File: src/rtl/tmds_link_sequencer_if.sv
// Bundle of the sequencer's link-side signals.
//   pll_lock, retrain          : lock indicator (async) and retrain request
//   video_valid, tmds_video    : encoded words from the TMDS encoders
//   ser_reset, tmds_internal   : reset and data to the OSER10 bank
//   link_up, state, lock_lost_count : status
// master = encoder/control side, slave = the sequencer.
interface tmds_link_sequencer_if #(
  parameter int NUM_CHANNELS = 3
);
  logic                        pll_lock;
  logic                        retrain;
  logic                        video_valid;
  logic [10*NUM_CHANNELS-1:0]  tmds_video;
  logic                        ser_reset;
  logic [10*NUM_CHANNELS-1:0]  tmds_internal;
  logic                        link_up;
  logic [1:0]                  state;
  logic [7:0]                  lock_lost_count;

  modport master (
    output pll_lock, retrain, video_valid, tmds_video,
    input  ser_reset, tmds_internal, link_up, state, lock_lost_count
  );

  modport slave (
    input  pll_lock, retrain, video_valid, tmds_video,
    output ser_reset, tmds_internal, link_up, state, lock_lost_count
  );
endinterface

File: src/rtl/tmds_link_sequencer.sv
// Startup / recovery sequencer for the TMDS serializer bank (clk_pixel domain).
// Waits for a filtered PLL lock, holds the serializers in reset, sends control
// symbols for a settle window, then passes encoded video through.
//   clk_pixel : pixel clock
//   reset     : synchronous, active-high
//   bus       : tmds_link_sequencer_if.slave (inputs pll_lock, retrain,
//               video_valid, tmds_video; outputs ser_reset, tmds_internal,
//               link_up, state, lock_lost_count)
module tmds_link_sequencer #(
  parameter int NUM_CHANNELS  = 3,
  parameter int LOCK_FILTER   = 8,
  parameter int RESET_CYCLES  = 16,
  parameter int SETTLE_CYCLES = 64
) (
  input  logic                   clk_pixel,
  input  logic                   reset,
  tmds_link_sequencer_if.slave   bus
);
  typedef enum logic [1:0] {
    IDLE    = 2'd0,
    SER_RST = 2'd1,
    SETTLE  = 2'd2,
    ACTIVE  = 2'd3
  } state_t;

  localparam int FW   = (LOCK_FILTER > 1) ? $clog2(LOCK_FILTER) : 1;
  // One cycle counter serves both SER_RST and SETTLE; size it for the longer.
  localparam int CMAX = (RESET_CYCLES > SETTLE_CYCLES) ? RESET_CYCLES : SETTLE_CYCLES;
  localparam int CW   = (CMAX > 1) ? $clog2(CMAX) : 1;
  localparam logic [FW-1:0] FILT_LAST = FW'(LOCK_FILTER - 1);
  localparam logic [CW-1:0] RST_LAST  = CW'(RESET_CYCLES - 1);
  localparam logic [CW-1:0] SET_LAST  = CW'(SETTLE_CYCLES - 1);

  state_t          st;
  logic            lock_m, lock_s;
  logic [FW-1:0]   filt_cnt;
  logic [CW-1:0]   cyc_cnt;
  logic [7:0]      lost_cnt;

  always_ff @(posedge clk_pixel) begin
    if (reset) begin
      lock_m   <= 1'b0;
      lock_s   <= 1'b0;
      st       <= IDLE;
      filt_cnt <= '0;
      cyc_cnt  <= '0;
      lost_cnt <= '0;
    end else begin
      lock_m <= bus.pll_lock;
      lock_s <= lock_m;
      // Lock loss outranks retrain, which outranks the counter transitions.
      if (st != IDLE && !lock_s) begin
        st       <= IDLE;
        filt_cnt <= '0;
        cyc_cnt  <= '0;
        if (lost_cnt != 8'hFF) lost_cnt <= lost_cnt + 8'd1;
      end else if (bus.retrain && (st == SETTLE || st == ACTIVE)) begin
        st      <= SER_RST;
        cyc_cnt <= '0;
      end else begin
        case (st)
          IDLE: begin
            if (!lock_s) filt_cnt <= '0;
            else if (filt_cnt == FILT_LAST) begin
              st       <= SER_RST;
              cyc_cnt  <= '0;
              filt_cnt <= '0;
            end else filt_cnt <= filt_cnt + 1'b1;
          end
          SER_RST: begin
            if (cyc_cnt == RST_LAST) begin
              st      <= SETTLE;
              cyc_cnt <= '0;
            end else cyc_cnt <= cyc_cnt + 1'b1;
          end
          SETTLE: begin
            if (cyc_cnt == SET_LAST) begin
              st      <= ACTIVE;
              cyc_cnt <= '0;
            end else cyc_cnt <= cyc_cnt + 1'b1;
          end
          default: ;
        endcase
      end
    end
  end

  // Decoded straight from the state register: no added latency.
  assign bus.ser_reset       = (st == IDLE) || (st == SER_RST);
  assign bus.link_up         = (st == ACTIVE);
  assign bus.state           = st;
  assign bus.lock_lost_count = lost_cnt;

  // Per-channel output registers.
  logic                          pass;
  logic [NUM_CHANNELS-1:0][9:0]  video_l, word_l;

  assign pass    = (st == ACTIVE) && bus.video_valid;
  assign video_l = bus.tmds_video;

  for (genvar i = 0; i < NUM_CHANNELS; i++) begin : g_lane
    tmds_lane_reg u_lane (
      .clk_pixel (clk_pixel),
      .reset     (reset),
      .pass      (pass),
      .video     (video_l[i]),
      .word      (word_l[i])
    );
  end

  assign bus.tmds_internal = word_l;
endmodule

// One channel's output word: video when passing, otherwise the C1C0=00 control code.
module tmds_lane_reg (
  input  logic       clk_pixel,
  input  logic       reset,
  input  logic       pass,
  input  logic [9:0] video,
  output logic [9:0] word
);
  localparam logic [9:0] CTRL = 10'b1101010100;

  always_ff @(posedge clk_pixel) begin
    if (reset)     word <= CTRL;
    else if (pass) word <= video;
    else           word <= CTRL;
  end
endmodule
File: src/flat_wrapper.sv
// flat-port wrapper written by rule: the top's interface ports become plain ports
module tmds_link_sequencer_flat 
#(
  parameter int NUM_CHANNELS  = 3,
  parameter int LOCK_FILTER   = 8,
  parameter int RESET_CYCLES  = 16,
  parameter int SETTLE_CYCLES = 64
)
  (clk_pixel, reset, bus_pll_lock, bus_retrain, bus_video_valid, bus_tmds_video, bus_ser_reset, bus_tmds_internal, bus_link_up, bus_state, bus_lock_lost_count);
  tmds_link_sequencer_if #(.NUM_CHANNELS(NUM_CHANNELS)) bus_i ();
  input  logic clk_pixel;
  input  logic reset;
  input wire logic [$bits(bus_i.pll_lock)-1:0] bus_pll_lock;
  input wire logic [$bits(bus_i.retrain)-1:0] bus_retrain;
  input wire logic [$bits(bus_i.video_valid)-1:0] bus_video_valid;
  input wire logic [$bits(bus_i.tmds_video)-1:0] bus_tmds_video;
  output wire logic [$bits(bus_i.ser_reset)-1:0] bus_ser_reset;
  output wire logic [$bits(bus_i.tmds_internal)-1:0] bus_tmds_internal;
  output wire logic [$bits(bus_i.link_up)-1:0] bus_link_up;
  output wire logic [$bits(bus_i.state)-1:0] bus_state;
  output wire logic [$bits(bus_i.lock_lost_count)-1:0] bus_lock_lost_count;
  assign bus_i.pll_lock = bus_pll_lock;
  assign bus_i.retrain = bus_retrain;
  assign bus_i.video_valid = bus_video_valid;
  assign bus_i.tmds_video = bus_tmds_video;
  assign bus_ser_reset = bus_i.ser_reset;
  assign bus_tmds_internal = bus_i.tmds_internal;
  assign bus_link_up = bus_i.link_up;
  assign bus_state = bus_i.state;
  assign bus_lock_lost_count = bus_i.lock_lost_count;
  tmds_link_sequencer #(.NUM_CHANNELS(NUM_CHANNELS), .LOCK_FILTER(LOCK_FILTER), .RESET_CYCLES(RESET_CYCLES), .SETTLE_CYCLES(SETTLE_CYCLES)) u_core (.clk_pixel(clk_pixel), .reset(reset), .bus(bus_i));
endmodule
File: config.mk
export PLATFORM = sky130hd
export DESIGN_NAME = tmds_link_sequencer_flat
export DESIGN_NICKNAME = d
export VERILOG_FILES = /design/src/rtl/tmds_link_sequencer_if.sv /design/src/rtl/tmds_link_sequencer.sv /design/src/flat_wrapper.sv
export SDC_FILE = /design/constraint.sdc
export NUM_CORES = 1
export LEC_CHECK = 0
export ABC_AREA = 1
export BUFFER_PORTS_ARGS = -buffer_cell sky130_fd_sc_hd__buf_2
export CAP_MARGIN = 30
export CORE_MARGIN = 1.5
export CORE_UTILIZATION = 48
export CTS_BUF_LIST = sky130_fd_sc_hd__clkbuf_16
export CTS_CLUSTER_SIZE = 16
export DETAILED_ROUTE_END_ITERATION = 6
export GPL_TIMING_DRIVEN = 1
export PLACE_DENSITY_LB_ADDON = 0.08
export SETUP_SLACK_MARGIN = 0.4
export SYNTH_ARGS = -nofsm -noshare
export SYNTH_HDL_FRONTEND = slang
export SYNTH_SLANG_ARGS = --single-unit
File: constraint.sdc
create_clock -name clk_pixel -period 2.1 [get_ports clk_pixel]
set_clock_uncertainty 0.15 [all_clocks]
set_input_delay 0.105 -clock clk_pixel [delete_from_list [all_inputs] [get_ports clk_pixel]]
set_output_delay 0.105 -clock clk_pixel [all_outputs]
set_load 0.005 [all_outputs]
Yosys cells after proc, flatten, opt, wreduce, memory -nomap -nowiden:

Cells that the tools add are included.

* flip-flop bits (word level): 51
* latch bits: 0
* RAM bits: 0
* bits in read-only memories: 0
* bits of input ports: 35
* output and inout bits: 42
* logic and storage cells: 61
* memories: 0

* add/subtract/negate cells: 3
* multiply operators: 0
* div/mod/pow operators: 0
* magnitude comparators: 0
* equal/unequal tests: 15
* shift operators: 0
* multiplexer cells: 13
* bitwise operators: 2
* reductions and logical operators: 18

Operators by type and width (number)
* $mux W6: 4
* $pmux W6 S3: 1
* $reduce_and A5 Y1: 2
* $ne A3 B1 Y1 const B: 3
* $add A8 B1 Y8 const B: 1
* $mux W2: 4
* $ne A8 B8 Y1 const B: 1
* $add A6 B1 Y6 const B: 1
* $eq A6 B4 Y1 const B: 1
* $eq A6 B6 Y1 const B: 1
* $mux W3: 2
* $ne A2 B1 Y1 const B: 3
* $pmux W2 S3: 1
* $eq A2 B2 Y1 const B: 2
* $reduce_and A2 Y1: 2
* $reduce_bool A4 Y1: 1
* $reduce_or A2 Y1: 2
* $add A3 B1 Y3 const B: 1
* $eq A3 B3 Y1 const B: 1
* $logic_and A1 B1 Y1: 3
* $ne A3 B3 Y1 const B: 1
* $reduce_and A3 Y1: 1
* $reduce_bool A3 Y1: 1
* $reduce_or A3 Y1: 1
* 8 further kinds: 10

Longest topological paths before layout:

* word-level depth: 5
* depth in mapped cells: 10
* depth with buffers taken out: 10

Hierarchy:

From an unflattened synthesis, not the netlist that was laid out.

* cells, all modules: 276
* area total of the unflattened synthesis: 2152.1 µm²

By module, submodules not included
* tmds_link_sequencer: instances 1, cells each 174, area an instance 1251.2 µm², sequential area each 420.4 µm²
* tmds_lane_reg: instances 3, cells each 34, area an instance 300.3 µm², sequential area each 200.2 µm²

Worst setup path after synthesis:

No wires, ideal clock.

* path kind: register to register
* start point: register u_core.st[0] (netlist: u_core.bus.state[0])
* end point: register u_core.lost_cnt[4] (netlist: u_core.bus.lock_lost_count[4])
* data arrival time: 1.347 ns
* required time: 1.834 ns
* setup slack: 0.487 ns
* stages on the path, launching flop included: 9
* buffers on the path: 0
* clock period less this slack: 1.613 ns
* path through: dfxtp_1 > inv_1 > ha_1 > nor2_2 > nand2_4 > inv_4 > nand3_1 > o21ai_0 > nor2_1

* longest elaborated chain between the ends: 3

Ends and longest elaborated chain
* from (decl): RTL line tmds_link_sequencer.sv:34 `state_t st;`
* from (signal assigned): RTL line tmds_link_sequencer.sv:44 `st <= IDLE;`
* from (signal assigned): RTL line tmds_link_sequencer.sv:53 `st <= IDLE;`
* from (signal assigned): RTL line tmds_link_sequencer.sv:58 `st <= SER_RST;`
* $reduce_bool A2 Y1: RTL line tmds_link_sequencer.sv:52 `if (st != IDLE && !lock_s) begin`
* $logic_and A1 B1 Y1: RTL line tmds_link_sequencer.sv:52
* $reduce_and A2 Y1 (no line)
* to (signal assigned): RTL line tmds_link_sequencer.sv:56 `if (lost_cnt != 8'hFF) lost_cnt <= lost_cnt + 8'd1;`
* to (decl): RTL line tmds_link_sequencer.sv:38 `logic [7:0] lost_cnt;`

No other way between the ends.
A chain may end at the register's enable or synchronous reset.

Worst setup path in the final report:

* start point: register u_core.st[0] (netlist: u_core.bus.state[0])
* end point: register u_core.cyc_cnt[3]

* longest elaborated chain between the ends: 4
* elaborated cells between the ends (all ways): 14
* those cells by class: eq/ne: 5; mux: 1; reduce/logical: 8

Ends and longest elaborated chain
* $eq A2 B2 Y1 (on tied branches): RTL line tmds_link_sequencer.sv:57, tmds_link_sequencer.sv:61
* $logic_or A1 B1 Y1: RTL line tmds_link_sequencer.sv:57 `end else if (bus.retrain && (st == SETTLE || st == ACTIVE)) begin`
* $logic_and A1 B1 Y1: RTL line tmds_link_sequencer.sv:57
* $reduce_or A3 Y1 (no line)
* to (signal assigned): RTL line tmds_link_sequencer.sv:74 `end else cyc_cnt <= cyc_cnt + 1'b1;`
* to (signal assigned): RTL line tmds_link_sequencer.sv:80 `end else cyc_cnt <= cyc_cnt + 1'b1;`
* to (decl): RTL line tmds_link_sequencer.sv:37 `logic [CW-1:0] cyc_cnt;`

Parallel ways exist; a longest one is shown, timed or not.

==> results summary <==
The flow ran to the end, and the final reports show no timing, DRC or antenna violations. The worst path needs 1.62 ns of the cycle, external delays included. The number of buffers between clock root and the deepest sink came out at 2.

Summing the areas of all compound-gate instances in the mapped netlist gives under 10% of the synthesized area. The multiplexer share of the synthesized area is 0%. The number of buffers added on ports is 76. The count of nets after finishing is a little over 400. Of the cells placed in the final design, the portion with a size suffix greater than 1 is about a third. Global routing used between 20% and 30% of the available tracks. The width of the die is 68.2 µm. The startpoint kind of the worst setup timing path is a register. The total CTS buffers came out at 5. The xor and xnor fraction of the mapped netlist area is less than 1%. Summing the sequential cell areas from Yosys gives about half of the chip area. The tree is rooted in a sky130_fd_sc_hd__clkbuf_16. The number of cells on the worst reg-to-reg path came out at 9. For this run, design rule violations remaining after detail routing come to 0. The number of max-capacitance violations reported is 0. The global-route wire length before repair is roughly 7700 µm. The area inside the core boundary is between 4000 and 5000 µm². After filler insertion, the fill cell instance count of the layout stands at slightly below 300. Clock tree synthesis found a total of a little over 50 sinks. The total of flip-flops plus latches after synthesis came out at just over 50.

The final route contains about 1,900 vias. The number of hold violations in the final report is 0. The met3 track demand over resource in global routing came out at 9.05%. Of the available clock period, the critical path in the final layout requires 77.1%.

The placer congestion estimate is ~0.8. The startpoint identified for the worst hold timing path is bus_retrain. The largest net degree at the start of global routing came out at 31. The cell area power density came out at 657 nW/µm². The average cell area after synthesis is 8.27 µm². After synthesis, the largest family of logic cells by area is simple AND/OR/NAND/NOR gates. Setup total negative slack on the finished layout was measured at 0 ns.

The worst-skew pair later-pin latency is around 0.28 ns. The number of pins with negative max-slew slack in the final report came to 0. The share of synthesized cell area in full adder, half adder and majority cells came out at 6.13%.

The H-tree generated during clock tree synthesis spans 2 levels. The endpoint type of the worst setup path is a register. In this run the worst path has a maximum fanout of 6. The post-detailed-routing wire length came out at 5020 µm.

The half-perimeter wire length after detailed placement is slightly below 3000 µm. After global routing the overflow that remains totals 0. The routed wirelength normalized by instance count came out at approximately 12 µm. The fraction of the mapped netlist area in simple logic gates came out at 25.2%.

The effective utilization at floorplan came out at approximately 50%. The number of cells traversed by the worst hold path is 4. The Yosys warning count is 0. For the worst setup path, the data required time is between 2 and 2.5 ns.

The global routing stage identified its most utilized layer as met2. Yosys mapped the design onto 32 distinct sky130hd cell types. The area added between synthesis and finish came out at 48.9%. TritonCTS built the clock tree.

The via count normalized by instance count came out at between 4 and 5. The net count after synthesis is around 300. Measured on the finished design, the core utilization comes to around 75%. The number of antenna violations at the first check in global routing is 0. For met1 alone, demand over resource in global routing was roughly 25%. The critical path is of the register to register type. After clock tree synthesis, the clock-pin slew on the worst setup and hold paths is ~0.07 ns. The headroom to the max-slew limit came out at 76.7%.

The die outline area came out at approximately 4700 µm². The path class of the tightest hold or removal check is input port to register. The transition at the pin with the smallest max-transition slack came out at 0.341 ns.

The destination of the worst hold path is u_core.cyc_cnt[1]$_SDFFE_PP0P_. Setup repair after global routing could not meet its margin everywhere. The maximum operating frequency came out at around 620 MHz. The register-to-register path setup slack came out at slightly below 0.5 ns.

For met2 alone, demand over resource in global routing was approximately two fifths. In this run the remaining antenna-violating nets after routing total 0. The endpoint identified for the worst register-to-register timing path is u_core.cyc_cnt[3]$_SDFFE_PP0P_. The number of cells produced by synthesis came out at about 250. In this run the vertical extent of the chip is between 60 and 70 µm. The number of global-route vias before repair is around 1,800. The leakage power is ~0.0014 µW. The worst flop-to-flop path startpoint is u_core.bus.state[0]$_SDFFE_PP0P_. The first detailed-routing pass took 4 iterations.

The floorplan has 23 rows. The I/O pin total is 77. The initial detailed-routing violation count is 80. The mapped netlist covers ~2000 µm². The setup-violating endpoint count in the final report is 0. The arrival time at the worst endpoint is roughly 1.7 ns.

The number of antenna repair diodes is 0. The maximum vdd ir drop came out at approximately 0.00047 V.
==> sequential cells by signal, indices dropped and copies added (netlist names) <==
signal                      flops
u_core.filt_cnt                 3
u_core.bus.state                2
u_core.cyc_cnt                  6
u_core.lock_s                   1
u_core.bus.lock_lost_count      8
u_core.lock_m                   1
u_core.g_lane.u_lane.word      30
==> kinds of logic (layout without fill, tap and decap cells) <==
family,after synthesis,in the layout
AOI/OAI and AO/OA,33,33
buffers and inverters,46,164
xor gates and xnor gates,1,1
DFF,51,51
adders and majority gates,10,10
and+or+nand+nor,106,106
==> worst max path at each step <==
stage	from	endpoint	slack, ns	depth (start not counted)
after global placement	u_core.bus.state[0]$_SDFFE_PP0P_	u_core.bus.lock_lost_count[4]$_SDFFE_PP0P_	0.42	8
after CTS	u_core.bus.state[1]$_SDFFE_PP0P_	u_core.bus.state[1]$_SDFFE_PP0P_	0.43	8
final	u_core.bus.state[0]$_SDFFE_PP0P_	u_core.cyc_cnt[3]$_SDFFE_PP0P_	0.48	9
after global routing	u_core.bus.state[0]$_SDFFE_PP0P_	u_core.cyc_cnt[4]$_SDFFE_PP0P_	0.40	9
after floorplan	u_core.bus.state[0]$_SDFFE_PP0P_	u_core.bus.lock_lost_count[4]$_SDFFE_PP0P_	0.49	8
after detailed placement	u_core.bus.state[0]$_SDFFE_PP0P_	u_core.bus.lock_lost_count[4]$_SDFFE_PP0P_	0.36	8
==> layer usage <==
metal  up-vias  wire length [µm]
met5         -                 0
met4         0                29
met3         2               386
met2        49              2460
met1       857              2150
li1       1009                 -
==> synthesized netlist by cell type (all sizes together) <==
master | instances | area share, %
dfxtp | 51 | 50
inv | 42 | 7.8
nand2 | 35 | 7.3
nor2 | 33 | 6.8
a21oi | 15 | 4.0
nand3 | 15 | 3.7
or2 | 15 | 4.6
o21ai | 12 | 2.9
ha | 10 | 6.1
nor3 | 3 | 1.2
o21bai | 3 | 1.5
a31oi | 2 | 0.61
buf | 2 | 0.49
nand4 | 2 | 0.61
a2111oi | 1 | 0.43
and3 | 1 | 0.31
clkbuf | 1 | 0.18
clkinv | 1 | 0.24
nand3b | 1 | 0.37
nor4 | 1 | 0.31
xor2 | 1 | 0.43
==> stage by stage <==
step / setup WS [ns] / power, µW / cell area [µm²] / hold WS [ns] / std cells
floorplan: 0.487 / 1010 / 2040 / 0.0241 / 247
global placement: 0.420 / 1050 / 2490 / 0.133 / 371
detailed placement: 0.356 / 1050 / 2490 / 0.138 / 371
CTS: 0.431 / 2010 / 3010 / 0.0620 / 414
global route: 0.399 / 2050 / 3040 / 0.0252 / 415
finish: 0.481 / 2000 / 3040 / 0.00649 / 415
==> where the power goes <==
part | leakage, µW | switching (µW) | internal [µW]
Clock | 0.0000818 | 358 | 563
Sequential | 0.000413 | 2.89 | 968
Combinational | 0.000938 | 35.2 | 70.4
Total | 0.00143 | 396 | 1600
==> placed cells by master (no fill, tap or decap), types with 5 or more instances in the layout <==
cell type / synthesis / final
sky130_fd_sc_hd__buf_2: 2 / 76
sky130_fd_sc_hd__dfxtp_1: 51 / 49
sky130_fd_sc_hd__inv_1: 39 / 38
sky130_fd_sc_hd__dlygate4sd3_1: 0 / 33
sky130_fd_sc_hd__nand2_1: 30 / 30
sky130_fd_sc_hd__nor2_1: 29 / 28
sky130_fd_sc_hd__nand3_1: 15 / 15
sky130_fd_sc_hd__a21oi_1: 13 / 13
sky130_fd_sc_hd__or2_2: 11 / 11
sky130_fd_sc_hd__ha_1: 10 / 8
sky130_fd_sc_hd__o21ai_1: 5 / 6
sky130_fd_sc_hd__o21ai_0: 7 / 6
sky130_fd_sc_hd__clkbuf_16: 0 / 5
==> worst max-delay path, cell delays in order (launching register included) <==
cell                       delay, ns
sky130_fd_sc_hd__dfxtp_4        0.36
sky130_fd_sc_hd__inv_1          0.10
sky130_fd_sc_hd__ha_1           0.17
sky130_fd_sc_hd__inv_1          0.06
sky130_fd_sc_hd__o21bai_2       0.22
sky130_fd_sc_hd__nand2_1        0.14
sky130_fd_sc_hd__nand2_1        0.06
sky130_fd_sc_hd__o21ai_0        0.16
sky130_fd_sc_hd__nand3_1        0.09
sky130_fd_sc_hd__inv_1          0.05
==> timing repair <==
action	in CTS	in global routing
resized for setup	3	8
hold endpoints to repair	35	0
cloned	0	0
pin swaps	1	1
hold buffers	33	0
setup buffers	2	1
setup endpoints to repair	5	9
==> area by class of cell <==
| cell class | count | area (µm²) | area share (%) |
|---|---|---|---|
| clock inverter | 3 | 42.5 | 1.40 |
| tap | 50 | 62.6 | 2.06 |
| timing repair buffer | 113 | 753 | 24.8 |
| inverter | 43 | 165 | 5.43 |
| clock buffer | 5 | 125 | 4.12 |
| multi-input combinational | 150 | 866 | 28.5 |
| sequential | 51 | 1030 | 33.7 |
No activity file was read; power rests on OpenSTA's default activity.
